### config.mk
export PLATFORM = sky130hd
export DESIGN_NAME = mux_arbiter
export DESIGN_NICKNAME = d
export VERILOG_FILES = /design/src/rtl/mux_arbiter.sv
export SDC_FILE = /design/constraint.sdc
export NUM_CORES = 1
export LEC_CHECK = 0
export CORE_ASPECT_RATIO = 0.6
export CORE_MARGIN = 2
export CORE_UTILIZATION = 38
export DETAILED_ROUTE_END_ITERATION = 8
export MAX_ROUTING_LAYER = met4
export PLACE_DENSITY = 0.76
export SLEW_MARGIN = 40
export SYNTH_ARGS = -nofsm -noshare
export SYNTH_HDL_FRONTEND = slang
export SYNTH_SLANG_ARGS = --single-unit
### constraint.sdc
create_clock -name clk -period 1.7 [get_ports clk]
set_clock_uncertainty 0.1 [all_clocks]
set_input_delay 0.255 -clock clk [delete_from_list [all_inputs] [get_ports clk]]
set_output_delay 0.255 -clock clk [all_outputs]
set_load 0.05 [all_outputs]
### src/rtl/mux_arbiter.sv
// Two-requester round-robin arbiter driving a shared 2:1 datapath mux.
// Registers the selected word into a single-entry valid/ready output stage.
module mux_arbiter #(
    parameter int WIDTH     = 32,
    parameter int MAX_BURST = 4
) (
    input  logic             clk,
    input  logic             rst_n,
    input  logic             req_a,
    input  logic [WIDTH-1:0] data_a,
    input  logic             req_b,
    input  logic [WIDTH-1:0] data_b,
    input  logic             out_ready,
    output logic             gnt_a,
    output logic             gnt_b,
    output logic             sel,
    output logic [WIDTH-1:0] y,
    output logic             out_valid
);

    typedef enum logic [1:0] {
        IDLE  = 2'd0,
        OWN_A = 2'd1,
        OWN_B = 2'd2
    } state_t;

    localparam logic OWNER_A = 1'b1;
    localparam logic OWNER_B = 1'b0;
    localparam logic [7:0] CNT_LAST = 8'(MAX_BURST - 1);

    state_t     state, state_n;
    logic       last_owner, last_owner_n;
    logic [7:0] cnt, cnt_n;
    logic       sel_n;
    logic       accept, xfer_a, xfer_b;

    assign gnt_a  = (state == OWN_A);
    assign gnt_b  = (state == OWN_B);
    assign accept = !out_valid || out_ready;
    assign xfer_a = gnt_a && req_a && accept;
    assign xfer_b = gnt_b && req_b && accept;

    always_comb begin
        // NOTE: every variable gets a hold default first so no path infers a latch.
        state_n      = state;
        last_owner_n = last_owner;
        cnt_n        = cnt;
        sel_n        = sel;
        unique case (state)
            IDLE: begin
                cnt_n = 8'd0;
                if (req_a && (!req_b || last_owner == OWNER_B)) begin
                    state_n      = OWN_A;
                    last_owner_n = OWNER_A;
                    sel_n        = 1'b1;
                end else if (req_b) begin
                    state_n      = OWN_B;
                    last_owner_n = OWNER_B;
                    sel_n        = 1'b0;
                end
            end
            OWN_A: begin
                if (!req_a) begin
                    cnt_n = 8'd0;
                    if (req_b) begin
                        state_n      = OWN_B;
                        last_owner_n = OWNER_B;
                        sel_n        = 1'b0;
                    end else begin
                        state_n = IDLE;
                    end
                end else if (xfer_a) begin
                    if (cnt == CNT_LAST) begin
                        cnt_n = 8'd0;
                        if (req_b) begin
                            state_n      = OWN_B;
                            last_owner_n = OWNER_B;
                            sel_n        = 1'b0;
                        end
                    end else begin
                        cnt_n = cnt + 8'd1;
                    end
                end
            end
            OWN_B: begin
                if (!req_b) begin
                    cnt_n = 8'd0;
                    if (req_a) begin
                        state_n      = OWN_A;
                        last_owner_n = OWNER_A;
                        sel_n        = 1'b1;
                    end else begin
                        state_n = IDLE;
                    end
                end else if (xfer_b) begin
                    if (cnt == CNT_LAST) begin
                        cnt_n = 8'd0;
                        if (req_a) begin
                            state_n      = OWN_A;
                            last_owner_n = OWNER_A;
                            sel_n        = 1'b1;
                        end
                    end else begin
                        cnt_n = cnt + 8'd1;
                    end
                end
            end
            default: state_n = IDLE;
        endcase
    end

    // NOTE: sequential state uses non-blocking assignments so all registers update together.
    always_ff @(posedge clk or negedge rst_n) begin
        if (!rst_n) begin
            state      <= IDLE;
            last_owner <= OWNER_B;
            cnt        <= 8'd0;
            sel        <= 1'b0;
        end else begin
            state      <= state_n;
            last_owner <= last_owner_n;
            cnt        <= cnt_n;
            sel        <= sel_n;
        end
    end

    // Output stage: sel is already aligned with the grant, so it steers the capture directly.
    always_ff @(posedge clk or negedge rst_n) begin
        if (!rst_n) begin
            y         <= '0;
            out_valid <= 1'b0;
        end else if (xfer_a || xfer_b) begin
            y         <= sel ? data_a : data_b;
            out_valid <= 1'b1;
        end else if (out_ready) begin
            out_valid <= 1'b0;
        end
    end

endmodule

# Yosys cells after proc, flatten, opt, wreduce, memory -nomap -nowiden
# Index checks and enable logic that the tools add are counted.
[word_totals]
regBits = 45
output_inout_bits = 36
word_cells = 73
[classes]
add_sub_neg = 1
eq_ne = 8
mux = 41
bitwise = 1
n_reduce_logical = 16
[op_table]
columns = ["op", "n"]
rows = [
  ["$mux W8", 5],
  ["$mux W32", 1],
  ["$pmux W8 S3", 1],
  ["$mux W1", 21],
  ["$mux W2", 10],
  ["$ne A3 B2 Y1 const B", 4],
  ["$reduce_and A5 Y1", 2],
  ["$add A8 B1 Y8 const B", 1],
  ["$eq A8 B2 Y1 const B", 1],
  ["$pmux W1 S3", 2],
  ["$pmux W2 S3", 1],
  ["$logic_and A1 B1 Y1", 5],
  ["$logic_or A1 B1 Y1", 3],
  ["$ne A3 B3 Y1 const B", 1],
  ["$reduce_and A3 Y1", 1],
  ["$reduce_bool A3 Y1", 1],
  ["$eq A2 B1 Y1 const B", 1],
  ["$eq A2 B2 Y1 const B", 1],
  ["$logic_not A1 Y1", 2],
  ["$logic_not A2 Y1", 1],
  ["$reduce_bool A2 Y1", 1],
  ["$not A1 Y1", 1],
]

# Longest topological paths before layout
# Gate-level depths: netlist of the first run.
[logic_depth]
ltp_word = 6
mapped_depth = 7
ltp_nobuf = 6

# Worst setup path after synthesis of the first run
# No wires, ideal clock.
[synth_path]
path_kind = "register to register"
start = "register state[0]"
end = "register cnt[4]"
setup_time_ps = 101
t_arrival_ps = 2078
setup_slack_ps = -579
path_stages_with_launch = 7
path_buffers = 0
period_less_slack_ps = 2279
cell_sequence = "dfrtp_1 -> inv_1 -> ha_1 -> a22oi_1 -> a211oi_4 -> nand2_4 -> o311ai_2"
[synth_between]
elab_chain_cells = 5
word_cells_on_any_way = 12
classes_between = "eq/ne (4); mux (1); reduce/logical (7)"
[synth_rtl]
columns = ["element", "line", "rtl"]
rows = [
  ["start: declaration", "31", "state_t state, state_n;"],
  ["start signal: assignment", "120", "state <= state_n;"],
  ["$eq A2 B2 Y1 (*)", "38", "assign gnt_b = (state == OWN_B);"],
  ["net gnt_b", "15", "output logic gnt_b,"],
  ["$logic_and A1 B1 Y1 (2 in series)", "41", "assign xfer_b = gnt_b && req_b && accept;"],
  ["$ne A3 B2 Y1 (no line)", "-", ""],
  ["$reduce_and A3 Y1 (no line)", "-", ""],
  ["end signal: assignment", "122", "cnt <= cnt_n;"],
  ["end: declaration", "33", "logic [7:0] cnt, cnt_n;"],
]
# Mark *: on every way through the listed nets, which the timed path passes. The rest lies on a longest branch.
# A chain may end at the register's enable or synchronous reset.

# Worst setup path in the final report of the first run
[layout_path]
start = "register state[0]"
end = "register cnt[4]"
[layout_between]
elab_chain_cells = 5
word_cells_on_any_way = 12
classes_between = "eq/ne (4); mux (1); reduce/logical (7)"
[layout_rtl]
columns = ["element", "line"]
rows = [
  ["$eq A2 B2 Y1 or $eq A2 B1 Y1 (tied branches)", "38, 49, 37"],
  ["$logic_and A1 B1 Y1 (on tied branches) (2 in series)", "41, 40"],
  ["$ne A3 B2 Y1 (no line)", "-"],
  ["$reduce_and A3 Y1 (no line)", "-"],
]
# Several ways; a longest one is shown, not always the timed one.

==> impl_metrics.env, run 1 <==
export IMPL_worstSetupPathDepth=6
export IMPL_outcome="finished with violations"
export IMPL_setup_worst_path_class="register to register"
export IMPL_final_antenna_net_count=0
export IMPL_min_delay_path_class="input port to asynchronous set/reset pin"
export IMPL_cp_data_arrival_time_ns=1.86
export IMPL_via_count=2289
export IMPL_worstSetupEndpointType="register"
export IMPL_grt_start_max_net_pins=39
export IMPL_post_route_design_area_um2=3980
export IMPL_ctsLongestPathBuffers=2
export IMPL_cts_root_buffer_cell="sky130_fd_sc_hd__clkbuf_8"
export IMPL_synth_avg_cell_area_um2=10.1
export IMPL_grt_first_pass_wirelength_um=10500
export IMPL_synthMuxAreaShare=0.142
export IMPL_power_total_mw=7.10
export IMPL_drt_pre_antenna_iters=4
export IMPL_clock_power_share=0.096
export IMPL_max_stage_delay_ns=0.43
export IMPL_critical_path_buf_inv_count=2
export IMPL_post_synth_instance_area_um2=2400
export IMPL_synthToLayoutAreaGrowth_pct=65.6
export IMPL_io_pin_count=105
export IMPL_synth_top_cell_by_area="sky130_fd_sc_hd__dfrtp_1"
export IMPL_layout_cells_most_common_list="67 x sky130_fd_sc_hd__clkdlybuf4s50_1, 60 x sky130_fd_sc_hd__buf_4, 46 x sky130_fd_sc_hd__nand2_1"
export IMPL_r2r_start="state[0]"
export IMPL_grt_usage=0.196
export IMPL_cts_sinks=45
export IMPL_largest_family_of_logic_cells_by_synthesized_area="compound AO/OA/AOI/OAI gates"
export IMPL_ir_drop_v=0.00107
export IMPL_power_internal_mw=3.64
export IMPL_crit_path_frequent_cell="sky130_fd_sc_hd__inv_2"
export IMPL_die_width_um=107
export IMPL_synth_xor_xnor_area_share=0
export IMPL_post_route_drc_count=0
export IMPL_power_leakage_nw=1.77
export IMPL_placement_io_buffers=104
export IMPL_synth_cell_type_count=37
export IMPL_grt_overflow_total=0
export IMPL_synth_top_area_share=0.469
export IMPL_synth_cells=238
export IMPL_initial_core_util=0.393
export IMPL_synth_main_ff_cell="sky130_fd_sc_hd__dfrtp_1"
export IMPL_finalHoldViolations=0
export IMPL_crit_path_start="state[0]"
export IMPL_edff_count_synth=0
export IMPL_drt_first_iter_violations=98
export IMPL_finalMaxSlewViolations=0
export IMPL_nNetsFinal=446
export IMPL_routed_wl_um=6870
export IMPL_synth_adder_area_share=0.0261
export IMPL_synth_async_reset_ratio=1.00
export IMPL_fin_ws_ns=-0.0511
export IMPL_seq_area_frac_synth=0.469
export IMPL_detail_route_vias_per_cell=5.01
export IMPL_worstSetupStartpointType="register"
export IMPL_die_outline_area_um2=6990
export IMPL_fmaxAchievable_mhz=571
export IMPL_placeableCoreArea_um2=6110
export IMPL_pre_cts_slack_ns=-0.0897
export IMPL_post_route_cells_drive_above_1_share=0.292
export IMPL_routedWlPerCell_um=15.0
export IMPL_clk_latency_ns=0.30
export IMPL_timing_setup_tns_ns=-0.195
export IMPL_first_global_vias=2110
export IMPL_postLayoutCoreUtil=0.650
export IMPL_synth_simple_gate_area_share=0.147
export IMPL_antenna_found_initial=0
export IMPL_grt_setup_unrepaired="true"
export IMPL_worst_ep_required_time_ns=1.81
export IMPL_cp_top_family="compound AO/OA/AOI/OAI gates"
export IMPL_synthesized_net_count=312
export IMPL_p_comb_frac=0.655
export IMPL_insertedDiodeCount=0
export IMPL_worstReg2RegEnd="cnt[4]"
export IMPL_power_switching_mw=3.47
export IMPL_path_clk_slew_ns=0.10
export IMPL_worstPathCellList="inv_2 > ha_1 > inv_2 > a211oi_4 > nand2_4 > o311ai_2"
export IMPL_most_common_library_cell_in_the_layout_ignoring_fill_and_taps="sky130_fd_sc_hd__clkdlybuf4s50_1"
export IMPL_cts_htree_levels=2
export IMPL_tritoncts_buffers=5
export IMPL_worst_setup_path_endpoint="cnt[4]"
export IMPL_dieHeight_um=65.6
export IMPL_critical_path_peak_fanout=7
export IMPL_timing_final_setup_violations=7
export IMPL_finalWorstPathRequiredPeriod_ns=1.75
export IMPL_routability_driven_placement_congestion_ratio=0.879
export IMPL_synth_compound_gate_area_share=0.183
export IMPL_p_sw_frac=0.488
export IMPL_timing_final_crit_share=1.03
export IMPL_powerDensity_nw_per_um2=1790
export IMPL_sequentialPowerShare=0.249
export IMPL_place_area_um2=3730
export IMPL_regToRegSetupSlack_ns=-0.05
export IMPL_dp_hpwl_um=5230
export IMPL_r2r_worst_path_cells=6
export IMPL_worstMarginPinSlew_ns=0.429
export IMPL_rel_slew_slack=0.710
export IMPL_failed_checks="negative setup slack"
export IMPL_synth_ff_latch_count=45
export IMPL_placementRows=22
export IMPL_synthTopCellsByArea="sky130_fd_sc_hd__dfrtp_1 47%, sky130_fd_sc_hd__mux2i_1 14%, sky130_fd_sc_hd__o21ai_0 7.7%, sky130_fd_sc_hd__nand2_1 7.3%, sky130_fd_sc_hd__o311ai_2 3.4%"
export IMPL_yosysWarnings=0
export IMPL_cts_tree="built"
export IMPL_crit_slowest_cell="sky130_fd_sc_hd__dfrtp_2"
export IMPL_max_cap_violations=0
[cell usage after synthesis, types with 3 or more instances]
master	number
sky130_fd_sc_hd__o311ai_2	5
sky130_fd_sc_hd__nor2b_1	3
sky130_fd_sc_hd__and2_1	3
sky130_fd_sc_hd__nand3_1	9
sky130_fd_sc_hd__clkbuf_1	4
sky130_fd_sc_hd__o21ai_0	37
sky130_fd_sc_hd__dfrtp_1	45
sky130_fd_sc_hd__ha_1	5
sky130_fd_sc_hd__nand2_1	47
sky130_fd_sc_hd__inv_1	4
sky130_fd_sc_hd__mux2i_1	33
sky130_fd_sc_hd__buf_2	8
sky130_fd_sc_hd__a21oi_1	3
[timing repair]
item,in CTS,in global routing
hold buffers,1,0
pin swaps,7,2
setup endpoints to repair,28,39
gates resized for setup,12,3
buffers inserted,1,2
endpoints found under the hold margin,13,0
gates cloned,0,2
[worst min path at each step]
stage               slack [ns]         to  cells past startpoint
floorplan                -0.14     cnt[0]                      0
global placement           0.1      y[27]                      1
detailed placement         0.1      y[27]                      1
CTS                       0.31      y[24]                      2
global route              0.35      y[27]                      2
finish                    0.30  out_valid                      2
[final cells by class]
class	count	area, um2
clock buffers	5	68.8
repair buffers	140	1340
inverters	4	15.0
flip-flops and latches	45	1130
fillers	521	2140
clock inverters	3	21.3
multi-input cells	176	1300
well taps	84	105
[metrics by stage]
step | hold slack (ns) | instances
final | 0.302 | 457
after floorplan | -0.141 | 238
after CTS | 0.309 | 453
after global placement | 0.0990 | 443
after detailed placement | 0.0990 | 443
after global routing | 0.348 | 457
[state kept, by name, indices dropped and copies added, names as in the netlist]
name	cells
state	2
last_owner	1
out_valid	1
y	32
cnt	8
sel	1
[kinds of logic after synthesis]
group                    after synthesis
AND/OR/NAND/NOR                       74
AO/OA/AOI/OAI                         63
flip-flops                            45
multiplexers                          34
buffers and inverters                 17
adder cells (fa/ha/maj)                5
[power by group through the flow]
stage	combinational, mW	sequential (mW)	clock, mW
after floorplan	1.48	3.09	0
after global placement	4.31	1.77	0
after detailed placement	4.37	1.79	0
after CTS	4.50	1.77	0.701
after global routing	4.94	1.82	0.740
final	4.66	1.77	0.680
[metal layers]
| metal | vias to the layer above | global-route usage | part of all wire |
|---|---|---|---|
| met5 | - | - | 0 |
| met4 | 0 | 0.0244 | 0.0036 |
| li1 | 1118 | - | - |
| met1 | 1082 | 0.270 | 0.47 |
| met3 | 4 | 0.0536 | 0.089 |
| met2 | 85 | 0.301 | 0.44 |
[worst register-to-register path, stage by stage (launching register included)]
cell and delay, ns:
sky130_fd_sc_hd__dfrtp_2 0.43, sky130_fd_sc_hd__inv_2 0.07, sky130_fd_sc_hd__ha_1 0.33, sky130_fd_sc_hd__inv_2 0.08, sky130_fd_sc_hd__a211oi_4 0.25, sky130_fd_sc_hd__nand2_4 0.14, sky130_fd_sc_hd__o311ai_2 0.27
Power figures use the tool's default switching activity.
==> inputs of run 2 (changes only) <==
ABC_AREA = 0   (was default)
REMOVE_ABC_BUFFERS = 1   (was default)
SKIP_CTS_REPAIR_TIMING = 1   (was default)
==> run 2 against run 1 <==
  * The run still ends with negative setup slack left
  * Cell count is 0.44% higher
  * Non-clock buffer count is 2 higher
  * Largest power group unchanged
  * Hold slack better by 0.081 ns
  * First-iteration DRC count is 3.1% lower
  * Register-to-register slack worse by 0.02 ns
  * Sequential share of layout area is 0.16 points lower
  * Setup slack worse by 0.021 ns
  * Sequential power hardly changed
  * Highest routed layer unchanged
==> impl_metrics.env, run 2 (synthesized netlist as in run 1, its figures left out) <==
export IMPL_routedWlPerCell_um=16.2
export IMPL_p_sw_frac=0.484
export IMPL_timing_final_setup_violations=10
export IMPL_largest_register_ffs=32
export IMPL_dp_hpwl_um=5380
export IMPL_rel_slew_slack=0.614
export IMPL_worstSetupEndpointType="register"
export IMPL_min_delay_path_class="input port to asynchronous set/reset pin"
export IMPL_io_pin_count=105
export IMPL_cts_root_buffer_cell="sky130_fd_sc_hd__clkbuf_8"
export IMPL_cts_htree_levels=2
export IMPL_grt_start_max_net_pins=61
export IMPL_drt_pre_antenna_iters=4
export IMPL_placementRows=22
export IMPL_post_route_cells_drive_above_1_share=0.293
export IMPL_regToRegSetupSlack_ns=-0.07
export IMPL_path_clk_slew_ns=0.09
export IMPL_post_route_drc_count=0
export IMPL_grt_usage=0.203
export IMPL_via_count=2316
export IMPL_placement_io_buffers=104
export IMPL_finalWorstPathRequiredPeriod_ns=1.77
export IMPL_globalRoute_busiestLayer="met2"
export IMPL_top_register="y"
export IMPL_grt_first_pass_wirelength_um=10700
export IMPL_cts_sinks=45
export IMPL_gr_usage_met1=0.267
export IMPL_placeableCoreArea_um2=6110
export IMPL_final_fill_count=505
export IMPL_worstMarginPinSlew_ns=0.579
export IMPL_finalHoldViolations=0
export IMPL_worstReg2RegEnd="cnt[6]"
export IMPL_ir_drop_v=0.000993
export IMPL_setup_worst_path_class="register to register"
export IMPL_most_common_library_cell_in_the_layout_ignoring_fill_and_taps="sky130_fd_sc_hd__clkdlybuf4s50_1"
export IMPL_power_internal_mw=3.76
export IMPL_detail_route_vias_per_cell=5.05
export IMPL_cts_tree="built"
export IMPL_routed_wl_um=7450
export IMPL_critical_path_peak_fanout=7
export IMPL_grt_setup_unrepaired="true"
export IMPL_initial_core_util=0.393
export IMPL_layout_cells_most_common_list="67 x sky130_fd_sc_hd__clkdlybuf4s50_1, 64 x sky130_fd_sc_hd__buf_4, 46 x sky130_fd_sc_hd__nand2_1"
export IMPL_tritoncts_buffers=5
export IMPL_first_global_vias=2148
export IMPL_routability_driven_placement_congestion_ratio=0.903
export IMPL_failed_checks="negative setup slack"
export IMPL_power_switching_mw=3.52
export IMPL_insertedDiodeCount=0
export IMPL_post_route_design_area_um2=3990
export IMPL_biggestRegsByFlops="y x32, cnt x8, state x2"
export IMPL_die_outline_area_um2=6990
export IMPL_dieHeight_um=65.6
export IMPL_place_area_um2=3680
export IMPL_postLayoutCoreUtil=0.653
export IMPL_ctsLongestPathBuffers=2
export IMPL_powerDensity_nw_per_um2=1820
export IMPL_fmaxAchievable_mhz=564
export IMPL_nNetsFinal=448
export IMPL_worst_ep_required_time_ns=1.80
export IMPL_antenna_found_initial=0
export IMPL_r2r_start="state[1]"
export IMPL_cp_data_arrival_time_ns=1.87
export IMPL_outcome="finished with violations"
export IMPL_timing_final_crit_share=1.04
export IMPL_max_cap_violations=0
export IMPL_hold_worst_slack_ns=0.383
export IMPL_grt_overflow_total=0
export IMPL_clk_latency_ns=0.30
export IMPL_fin_ws_ns=-0.0721
export IMPL_p_comb_frac=0.644
export IMPL_worstSetupStartpointType="register"
export IMPL_globalRouteMet3Util=0.0496
export IMPL_r2r_worst_path_cells=6
export IMPL_power_leakage_nw=1.79
export IMPL_finalMaxSlewViolations=0
export IMPL_synthToLayoutAreaGrowth_pct=66.3
export IMPL_groute_layer_met2_usage=0.322
export IMPL_sequentialPowerShare=0.244
export IMPL_final_antenna_net_count=0
export IMPL_clock_power_share=0.113
export IMPL_die_width_um=107
export IMPL_drt_first_iter_violations=95
run 2: cell types whose count changed in the layout (fill, tap and decap cells not counted), sizes merged:
cell      delta
buf          +2
bufinv       +1
clkbuf       +1
clkinvlp     -1
inv          -1
run 2: cell type report:
| type | instances | area [um2] | area share |
|---|---|---|---|
| clock buffers | 6 | 72.6 | 0.0182 |
| repair buffers | 142 | 1330 | 0.333 |
| flip-flops and latches | 45 | 1130 | 0.282 |
| clock inverters | 2 | 38.8 | 0.00971 |
| inverters | 4 | 15.0 | 0.00376 |
| multi-input cells | 176 | 1300 | 0.327 |
| well taps | 84 | 105 | 0.0263 |
run 2: worst max path at each step:
| stage | cells after the start | to | from |
|---|---|---|---|
| 2_1_floorplan | 6 | y[0] | state[0] |
| 4_1_cts | 7 | state[1] | state[0] |
| 3_3_place_gp | 6 | state[1] | req_b |
| 6_report | 6 | cnt[6] | state[1] |
| 5_1_grt | 7 | state[0] | state[0] |
| 3_5_place_dp | 6 | cnt[6] | state[0] |
run 2: power by group through the flow:
stage / Sequential (mW) / Clock [mW] / Combinational, mW
2_1_floorplan: 3.20 / 0 / 1.25
3_3_place_gp: 1.76 / 0 / 4.19
3_5_place_dp: 1.78 / 0 / 4.27
4_1_cts: 1.76 / 0.840 / 4.27
5_1_grt: 1.82 / 0.886 / 4.98
6_report: 1.77 / 0.820 / 4.69
run 2: worst max-delay path, cell delays in order, from the launching register on:
cell and delay [ns]:
sky130_fd_sc_hd__dfrtp_1 0.45, sky130_fd_sc_hd__inv_2 0.09, sky130_fd_sc_hd__ha_4 0.29, sky130_fd_sc_hd__inv_2 0.06, sky130_fd_sc_hd__a211oi_4 0.24, sky130_fd_sc_hd__nand2_4 0.15
sky130_fd_sc_hd__o311ai_4 0.28
run 2: metrics by stage:
step | worst slack, ns | cells | TNS, ns | power [mW]
6_report | -0.0721 | 459 | -0.334 | 7.28
5_1_grt | -0.152 | 459 | -2.35 | 7.68
4_1_cts | -0.179 | 452 | -3.88 | 6.87
3_5_place_dp | -0.147 | 444 | -3.58 | 6.05
3_3_place_gp | -0.0813 | 444 | -1.03 | 5.95
2_1_floorplan | -0.963 | 225 | -36.37 | 4.45
run 2: metal layers:
metal  routed length [um]  vias to the layer above
li1                     -                     1120
met1                 3420                     1117
met4                   39                        0
met2                 3430                       74
met3                  566                        5
met5                    0                        -
